<file path="src/rtl/seg_scan.sv">
// seg_scan: time-multiplexed scanner for a common-anode seven-segment display.
//
// Holds a packed hex value and cycles through its digits. Each digit gets a
// slot of DWELL cycles. The first BLANK cycles of a slot keep every anode off
// to prevent ghosting. A newly loaded value is applied only at the frame
// boundary, so the display never shows a mix of old and new digits.
//
// Optional feature: define SEG_SCAN_LZB_EN to enable leading-zero blanking.
// Digits above the most significant nonzero nibble then keep their anode off.
// Digit 0 is always shown.
//
// Parameters:
//   DIGITS     number of digits scanned (1..8)
//   DWELL      clock cycles per digit slot (>= 2)
//   BLANK      guard cycles at the start of each slot (0..DWELL-1)
// Ports:
//   clk        rising-edge clock
//   rst        asynchronous active-high reset
//   value      packed hex value, digit i = value[4*i+3:4*i], digit 0 rightmost
//   load       one-cycle strobe that captures value
//   num        nibble of the digit currently being scanned (to the decoder)
//   an         active-low anode enables, at most one bit low
//   frame_done high during the last cycle of the last slot of a frame
module seg_scan #(
  parameter int DIGITS = 8,
  parameter int DWELL  = 50000,
  parameter int BLANK  = 500
) (
  input  logic                  clk,
  input  logic                  rst,
  input  logic [4*DIGITS-1:0]   value,
  input  logic                  load,
  output logic [3:0]            num,
  output logic [DIGITS-1:0]     an,
  output logic                  frame_done
);

  localparam int DW = ($clog2(DWELL) < 1) ? 1 : $clog2(DWELL);
  localparam int IW = ($clog2(DIGITS) < 1) ? 1 : $clog2(DIGITS);
  localparam logic [DW-1:0] DWELL_LAST = DW'(DWELL - 1);
  localparam logic [IW-1:0] IDX_LAST   = IW'(DIGITS - 1);

  logic [DW-1:0]          dwell;
  logic [IW-1:0]          idx;
  logic [4*DIGITS-1:0]    pending;
  logic [4*DIGITS-1:0]    active;
  logic                   pend_v;
  logic                   slot_end;
  logic                   frame_end;
  logic                   in_guard;
  logic                   shown;

  assign slot_end  = (dwell == DWELL_LAST);
  assign frame_end = slot_end && (idx == IDX_LAST);

  // Slot timing and digit index counters.
  always_ff @(posedge clk or posedge rst) begin
    if (rst) begin
      dwell <= '0;
      idx   <= '0;
    end else begin
      if (slot_end) begin
        dwell <= '0;
        if (idx == IDX_LAST) begin
          idx <= '0;
        end else begin
          idx <= idx + IW'(1);
        end
      end else begin
        dwell <= dwell + DW'(1);
      end
    end
  end

  // Pending capture and tear-free transfer into the displayed value.
  always_ff @(posedge clk or posedge rst) begin
    if (rst) begin
      pending <= '0;
      pend_v  <= 1'b0;
      active  <= '0;
    end else begin
      if (load) begin
        pending <= value;
      end
      if (frame_end) begin
        // A load coinciding with the boundary bypasses pending.
        if (load) begin
          active <= value;
        end else if (pend_v) begin
          active <= pending;
        end
        pend_v <= 1'b0;
      end else if (load) begin
        pend_v <= 1'b1;
      end
    end
  end

  // Guard interval decode; with no guard the comparison would be vacuous.
  generate
    if (BLANK == 0) begin : g_no_guard
      assign in_guard = 1'b0;
    end else begin : g_guard
      localparam logic [DW-1:0] BLANK_W = DW'(BLANK);
      assign in_guard = (dwell < BLANK_W);
    end
  endgenerate

`ifdef SEG_SCAN_LZB_EN
  logic [IW-1:0] msd;

  // Index of the most significant nonzero nibble (0 when active is zero).
  always_comb begin
    msd = '0;
    for (int i = 0; i < DIGITS; i++) begin
      if (active[4*i +: 4] != 4'h0) begin
        msd = IW'(i);
      end else begin
        msd = msd;
      end
    end
  end

  assign shown = (idx <= msd);
`else
  assign shown = 1'b1;
`endif

  // Nibble select for the current digit.
  always_comb begin
    num = 4'h0;
    for (int i = 0; i < DIGITS; i++) begin
      if (idx == IW'(i)) begin
        num = active[4*i +: 4];
      end else begin
        num = num;
      end
    end
  end

  // Anode decode: only the current digit, only after the guard interval.
  always_comb begin
    an = {DIGITS{1'b1}};
    for (int i = 0; i < DIGITS; i++) begin
      if (!in_guard && shown && (idx == IW'(i))) begin
        an[i] = 1'b0;
      end else begin
        an[i] = 1'b1;
      end
    end
  end

  assign frame_done = frame_end;

endmodule

</file>
<file path="config.mk">
export PLATFORM = sky130hd
export DESIGN_NAME = seg_scan
export DESIGN_NICKNAME = d
export VERILOG_FILES = /design/src/rtl/seg_scan.sv
export SDC_FILE = /design/constraint.sdc
export NUM_CORES = 1
export LEC_CHECK = 0
export BUFFER_PORTS_ARGS = -buffer_cell sky130_fd_sc_hd__buf_2
export CAP_MARGIN = 20
export CORE_UTILIZATION = 55
export CTS_CLUSTER_SIZE = 20
export DETAILED_ROUTE_END_ITERATION = 10
export PLACE_DENSITY = 0.83
export SYNTH_ARGS = -nofsm -noshare
export SYNTH_HDL_FRONTEND = slang
export SYNTH_SLANG_ARGS = --single-unit
</file>
<file path="constraint.sdc">
create_clock -name clk -period 4.4 [get_ports clk]
set_input_delay 0.44 -clock clk [delete_from_list [all_inputs] [get_ports clk]]
set_output_delay 0.44 -clock clk [all_outputs]
set_load 0.005 [all_outputs]
</file>
* After elaboration in Yosys (flattened, before gate mapping) *
Index checks and enable logic that the tools add are counted.

word-level totals
  memories kept = 0
  latch bits = 0
  output and inout bits = 13
  register bits = 84
  word-level logic and storage cells = 52
  memory bits (read-only) = 0
  input port bits = 35
  RAM bits = 0

operators by class
  multiplexer cells = 22
  shift-type cells = 0
  multipliers = 0
  equal/unequal tests = 8
  div/mod/pow operators = 0
  reductions and logical operators = 14
  add/subtract/negate cells = 2
  magnitude comparators = 1
  bitwise gates (word level) = 0

operators by type and width
  kind                                                                           count
  32-bit 2-to-1 mux                                                              2
  4-bit 2-to-1 mux                                                               8
  16-bit by 1-bit adder with 16-bit output, second input constant                1
  16-bit == test, second input constant                                          1
  16-bit by 9-bit less-than comparator with 1-bit output, second input constant  1
  16-bit 2-to-1 mux                                                              1
  3-bit == test, second input constant                                           4
  1-bit 2-to-1 mux                                                               10
  1-bit logical AND                                                              9
  3-bit by 2-bit == test with 1-bit output, second input constant                2
  2-bit nonzero test                                                             2
  3-bit by 1-bit adder with 3-bit output, second input constant                  1
  3-bit by 1-bit == test with 1-bit output, second input constant                1
  3-bit zero test                                                                1
  3-bit 2-to-1 mux                                                               1
  2-bit AND reduction                                                            1
  1-bit zero test                                                                1

* Logic depth before layout (Yosys ltp) *
Gate-level depths: netlist (run 1).

  depth in word-level cells = 9
  mapped depth = 7

* Worst setup path before layout (run 1) *
OpenSTA, ideal clock, no wires.

  path kind = register to output
  from = register idx[1]
  to = output port num[0]
  arrival = 1.581 ns
  path buffers = 2
  setup slack = 2.379 ns
  cell stages (with the launch flop) = 8
  data required time = 3.960 ns
  cells stage by stage = dfrtp_1 inv_1 ha_1 clkbuf_1 clkbuf_1 o21ai_0 a311oi_1 o31ai_1

on the way
  word-level cells in the longest chain between the ends = 9

RTL lines
  what                            line  text
  start: declaration              44    logic [IW-1:0] idx;
  start signal: assignment        67    idx <= idx + IW'(1);
  3-bit zero test                 133   if (idx == IW'(i)) begin
  4-bit 2-to-1 mux (7 in series)  133
  4-bit 2-to-1 mux *              133
  end: declaration                33    output logic [3:0] num,

Every way passes the cells marked *; elsewhere a longest branch is shown, timed or not.

* Worst setup path after layout (run 1) *
  from = register idx[0]
  to = output port num[2]

Same word-level chain as after synthesis.

==> results.json, run 1 <==
{
  "p_per_area_nw_per_um2": 335,
  "slew_viol_final": 0,
  "ioPinCount": 48,
  "hold_buffers": 0,
  "wl_um": 7140,
  "hold_class": "in -> async",
  "ys_dominant_reg_cell": "dfrtp_1",
  "tightest_slew_ns": 0.740,
  "p_seq_frac": 0.554,
  "drc_errors": 0,
  "fin_ws_ns": 1.58,
  "most-common-layout-cells": "84 x dfrtp_1, 47 x buf_2, 34 x mux2_2",
  "dp.cells": 439,
  "synth_top_area_frac": 0.546,
  "mappedNetlistArea_um2": 3850,
  "die_w_um": 85.7,
  "swShare": 0.231,
  "switchingPower_mw": 0.337,
  "final_common_cell": "dfrtp_1",
  "slew_headroom": 0.506,
  "async_flop_share": 1.00,
  "clkSinkCount": 84,
  "synth_edf_count": 0,
  "start_util": 0.567,
  "end_kind": "output port",
  "track_usage": 0.206,
  "path_clk_slew_ns": 0.08,
  "post_cts_resized": 0,
  "rows": 30,
  "dr.first_iter.drc_count": 147,
  "drt-vias-per-instance": 5.42,
  "synth_nets": 350,
  "grt_pass1_vias": 2396,
  "setup_tns_ns": 0,
  "yosysWarnings": 0,
  "peakVddDrop_v": 0.000187,
  "worstPathArrival_ns": 2.38,
  "critPathLaunchType": "register",
  "ys_types": 33,
  "ant_nets": 0,
  "die_h_um": 85.7,
  "cts_buffer_depth": 2,
  "finalWeightedCongestion": 0.901,
  "multi_input_area_um2": 1640,
  "port_buffers": 47,
  "cts_tree": "built",
  "maxClockFrequency_ghz": 0.354,
  "drive_gt1_frac": 0.340,
  "p_leak_nw": 2.10,
  "cts_root_buffer": "clkbuf_8",
  "place_ws_ns": 1.87,
  "antenna_cells": 0,
  "hold_viol_final": 0,
  "cts_inserted_buffers": 9,
  "fin_nets": 396,
  "grt_max_degree": 50,
  "core_um2": 6790,
  "clk_latency_ns": 0.36,
  "htreeDepth": 3,
  "seq_area_um2": 2100,
  "grt_pass1_wl_um": 11500,
  "dieArea_um2": 7340,
  "avgSynthCellArea_um2": 12.5,
  "p_clk_frac": 0.392,
  "synthTopCellsByArea": "dfrtp_1 55%, mux2_2 9.9%, mux2_4 7.8%",
  "p_comb_frac": 0.054,
  "path_max_fanout": 11,
  "setup_viol": 0,
  "maxCapViolCount": 0,
  "postCtsSetupRepairBufs": 0,
  "status": "finished, final reports clean",
  "ff2ff_path_depth": 4,
  "ys_ff_latch": 84,
  "yosysSeqAreaShare": 0.546,
  "clock_skew_ns": 0.00881,
  "period_share": 0.642,
  "fin_cells": 455,
  "wire_per_inst_um": 15.7,
  "dp_hpwl_um": 4850,
  "critPathRequiredTime_ns": 3.96,
  "period_minus_slack_ns": 2.82,
  "rsz0062_at_grt": "false",
  "nFillCells": 513,
  "p_int_mw": 1.12,
  "syn_to_final_growth_pct": 13.1,
  "yosys.area.top_type": "dfrtp_1",
  "gr-total-overflow": 0,
  "synthCells": 308,
  "num_vias": 2467,
  "grt_antenna_before_repair": 0,
  "drt-pass1-iter-count": 4,
  "crit_type": "reg -> out"
}
==> state kept, by name, summed over array words and instances, names as in the netlist <==
register / flops
active: 32
pend_v: 1
dwell: 16
pending: 32
idx: 3
==> area by class of cell <==
class / instances / area share
Clock inverter: 6 / 0.0161
Multi-Input combinational cell: 200 / 0.376
Sequential cell: 84 / 0.483
Timing Repair Buffer: 49 / 0.0575
Clock buffer: 10 / 0.0316
Inverter: 10 / 0.00891
Tap cell: 96 / 0.0276
==> stage by stage <==
stage | hold slack (ns) | utilization | power [mW] | cell area, µm²
finish | 0.121 | 0.641 | 1.46 | 4360
global route | 0.163 | 0.641 | 1.51 | 4360
CTS | 0.131 | 0.641 | 1.47 | 4360
detailed placement | 0.482 | 0.610 | 0.904 | 4150
global placement | 0.475 | 0.610 | 0.899 | 4150
floorplan | 0.455 | - | 0.873 | 3850
==> power by group through the flow <==
| stage | combinational [mW] | sequential [mW] | clock (mW) |
|---|---|---|---|
| after floorplan | 0.0530 | 0.820 | 0 |
| after global placement | 0.0780 | 0.821 | 0 |
| after detailed placement | 0.0807 | 0.823 | 0 |
| after CTS | 0.0813 | 0.808 | 0.576 |
| after global routing | 0.0887 | 0.810 | 0.610 |
| final | 0.0791 | 0.808 | 0.571 |
==> metal layers <==
metal | GRT usage | part of all wire | wire length, µm
met5 | 0 | 0 | 0
met4 | 0.0818 | 0.015 | 107
met3 | 0.0385 | 0.035 | 248
met2 | 0.327 | 0.48 | 3410
met1 | 0.283 | 0.47 | 3370
==> synthesized netlist by cell type (7+ instances only) <==
cell type,number
dfrtp_1,84
nor2_1,20
nand2_1,31
clkbuf_1,11
mux2_1,10
ha_1,7
inv_1,10
mux2_4,20
nand3_1,9
xnor2_1,10
o21ai_0,7
mux2_2,34
==> critical path, stage by stage, from the launching register on <==
cell and delay [ns]:
dfrtp_1 0.42, inv_1 0.11, ha_1 0.40, nand2_1 0.18
a221oi_1 0.32, a311oi_1 0.11, o31ai_1 0.31, buf_2 0.17
==> cell families after synthesis <==
kind of cell	synth area share
DFF	0.546
AOI/OAI and AO/OA	0.0504
xor gates and xnor gates	0.0318
muxes	0.207
buffers and inverters	0.0292
and+or+nand+nor	0.113
adders and majority gates	0.0227
==> worst paths after layout <==
kind | slack [ns] | endpoint | from
worst max register to register | 1.83 | active[22]$_DFFE_PP0P_ | dwell[14]$_DFF_PP0_
worst min-delay path | 0.12 | pending[9]$_DFFE_PP0P_ | rst
worst min register to register | 0.50 | pending[25]$_DFFE_PP0P_ | pending[25]$_DFFE_PP0P_
worst max-delay path | 1.58 | num[2] | idx[0]$_DFFE_PP0N_
min in group clk | 0.33 | pending[13]$_DFFE_PP0P_ | value[13]
max in group asynchronous | 3.27 | active[25]$_DFFE_PP0P_ | rst
No activity file was read; power rests on OpenSTA's default activity.
==> run 2, diff against run 1 <==
==> constraint.sdc (replaced) <==
create_clock -name clk -period 2.7 [get_ports clk]
set_input_delay 0.27 -clock clk [delete_from_list [all_inputs] [get_ports clk]]
set_output_delay 0.27 -clock clk [all_outputs]
set_load 0.005 [all_outputs]
==> run 2 against run 1 <==
  * The flow now finishes with violations (negative hold slack)
  * Final area about the same
  * Non-clock buffer count up 4
  * Clock skew down 0.00056 ns
  * Sequential power up 63%
  * Combinational power up 66%
  * Critical endpoint is now num[0]
  * Largest power group unchanged
==> results.json, run 2 (synthesis gave the netlist of run 1 again) <==
{
  "status": "complete, but fails checks",
  "violations": "negative hold slack",
  "hold_viol_final": 13,
  "cts_root_buffer": "clkbuf_8",
  "num_vias": 2478,
  "cp_num_buf_inv": 2,
  "start_util": 0.567,
  "period_share": 0.962,
  "syn_to_final_growth_pct": 13.1,
  "path_clk_slew_ns": 0.08,
  "grt_max_degree": 85,
  "drive_gt1_frac": 0.349,
  "crit_type": "reg -> out",
  "peakVddDrop_v": 0.000220,
  "critical-path-max-stage-delay_ns": 0.49,
  "port_buffers": 47,
  "cts_inserted_buffers": 9,
  "tightest_slew_ns": 0.474,
  "fin_cells": 457,
  "slowest_stage": "dfrtp_2",
  "die_w_um": 85.7,
  "finalWeightedCongestion": 0.839,
  "clk_latency_ns": 0.35,
  "dpl_cell_area_um2": 4190,
  "dieArea_um2": 7340,
  "worstPathArrival_ns": 2.33,
  "setup_viol": 0,
  "slew_viol_final": 0,
  "design_power_total_mw": 2.21,
  "gr-total-overflow": 0,
  "cts_buffer_depth": 2,
  "dr.first_iter.drc_count": 129,
  "ant_nets": 0,
  "rsz0062_at_grt": "false",
  "crit_family": "compound AO/OA/AOI/OAI gates",
  "dp_hpwl_um": 4920,
  "holdWs_ns": -0.00593,
  "p_leak_nw": 2.10,
  "grt_pass1_wl_um": 11800,
  "finalInstanceArea_um2": 4350,
  "final_common_cell": "dfrtp_1",
  "ioPinCount": 48,
  "track_usage": 0.211,
  "grt_antenna_before_repair": 0,
  "core_um2": 6790,
  "cp_cell_sequence": "inv_2 > ha_1 > nand2_1 > a221oi_1 > a311oi_1 > o31ai_1 > buf_2",
  "critPathLaunchType": "register",
  "hold_buffers": 0,
  "htreeDepth": 3,
  "drt-pass1-iter-count": 4,
  "grt_pass1_vias": 2482,
  "hold_class": "in -> async",
  "clock_skew_ns": 0.00824,
  "setup_tns_ns": 0,
  "clkSinkCount": 84,
  "wire_per_inst_um": 15.3,
  "rows": 30,
  "critPathRequiredTime_ns": 2.43,
  "period_minus_slack_ns": 2.60,
  "maxClockFrequency_ghz": 0.385,
  "drc_errors": 0,
  "p_per_area_nw_per_um2": 508,
  "dp.cells": 443,
  "largestRegisters": "active x32, pending x32, dwell x16",
  "fin_nets": 400,
  "die_h_um": 85.7,
  "maxCapViolCount": 0,
  "path_max_fanout": 10,
  "wl_um": 6980,
  "antenna_cells": 0,
  "end_kind": "output port",
  "cts_tree": "built",
  "drt-vias-per-instance": 5.42,
  "slew_headroom": 0.684,
  "most-common-layout-cells": "83 x dfrtp_1, 47 x buf_2, 34 x mux2_2"
}
[run 2: cell types whose count changed in the layout (fill, tap and decap cells not counted)]
cell and delta:
inv_2 +1, clkinv_2 +1, buf_4 +3, dfrtp_1 -1
buf_12 +1, inv_6 -2, ha_2 +2, bufinv_16 -1
ha_1 -2, inv_1 -1, clkbuf_1 +2, clkinvlp_4 -2
dfrtp_2 +1
[run 2: area by class of cell]
| type | instances | area, µm² |
|---|---|---|
| clock buffer | 12 | 145 |
| sequential | 84 | 2100 |
| timing repair buffer | 53 | 293 |
| multi-input combinational | 200 | 1640 |
| clock inverter | 2 | 12.5 |
| fill | 515 | 2440 |
| inverter | 10 | 38.8 |
| tap | 96 | 120 |
[run 2: final timing paths]
kind                                         start                endpoint  slack (ns)  cells past startpoint
worst min register to register  dwell[0]$_DFF_PP0_      dwell[0]$_DFF_PP0_        0.49                      1
worst min-delay path                           rst  pending[1]$_DFFE_PP0P_      -0.006                      3
worst max-delay path            idx[2]$_DFFE_PP0N_                  num[0]        0.10                      7
max in group asynchronous                      rst      idx[2]$_DFFE_PP0N_        2.37                      3
worst max register to register  dwell[0]$_DFF_PP0_  active[29]$_DFFE_PP0P_        0.56                      6
min in group clk                          value[0]  pending[0]$_DFFE_PP0P_        0.17                      2
[run 2: through the flow]
| stage | util | setup WS, ns | hold slack (ns) |
|---|---|---|---|
| detailed placement | 0.617 | 0.423 | 0.392 |
| floorplan | - | 0.265 | 0.433 |
| finish | 0.641 | 0.102 | -0.00593 |
| CTS | 0.640 | 0.0322 | 0.00914 |
| global route | 0.641 | 0.0104 | 0.0308 |
| global placement | 0.617 | 0.496 | 0.389 |
[run 2: routing by layer]
layer / global-route usage / wire length, µm
met3: 0.0366 / 163
met4: 0.127 / 201
met5: 0 / 0
met2: 0.331 / 3340
met1: 0.276 / 3280
[run 2: worst reg2reg max path, cell delays in order, from the launching register on]
cell	delay (ns)
dfrtp_1	0.41
ha_1	0.24
and3_1	0.23
and4_1	0.22
nand3b_4	0.10
buf_4	0.42
mux2_1	0.40
[run 2: where the power goes]
group          internal [mW]  switching [mW]  leakage (nW)
clock network          0.349           0.416        0.0783
registers               1.30          0.0117          1.08
logic                 0.0660          0.0647         0.945
[run 2: what timing repair did]
item	4_1_cts	5_1_grt
gates resized for setup	0	4
endpoints found under the setup margin	0	4
endpoints found under the hold margin	0	0
buffers inserted	0	0
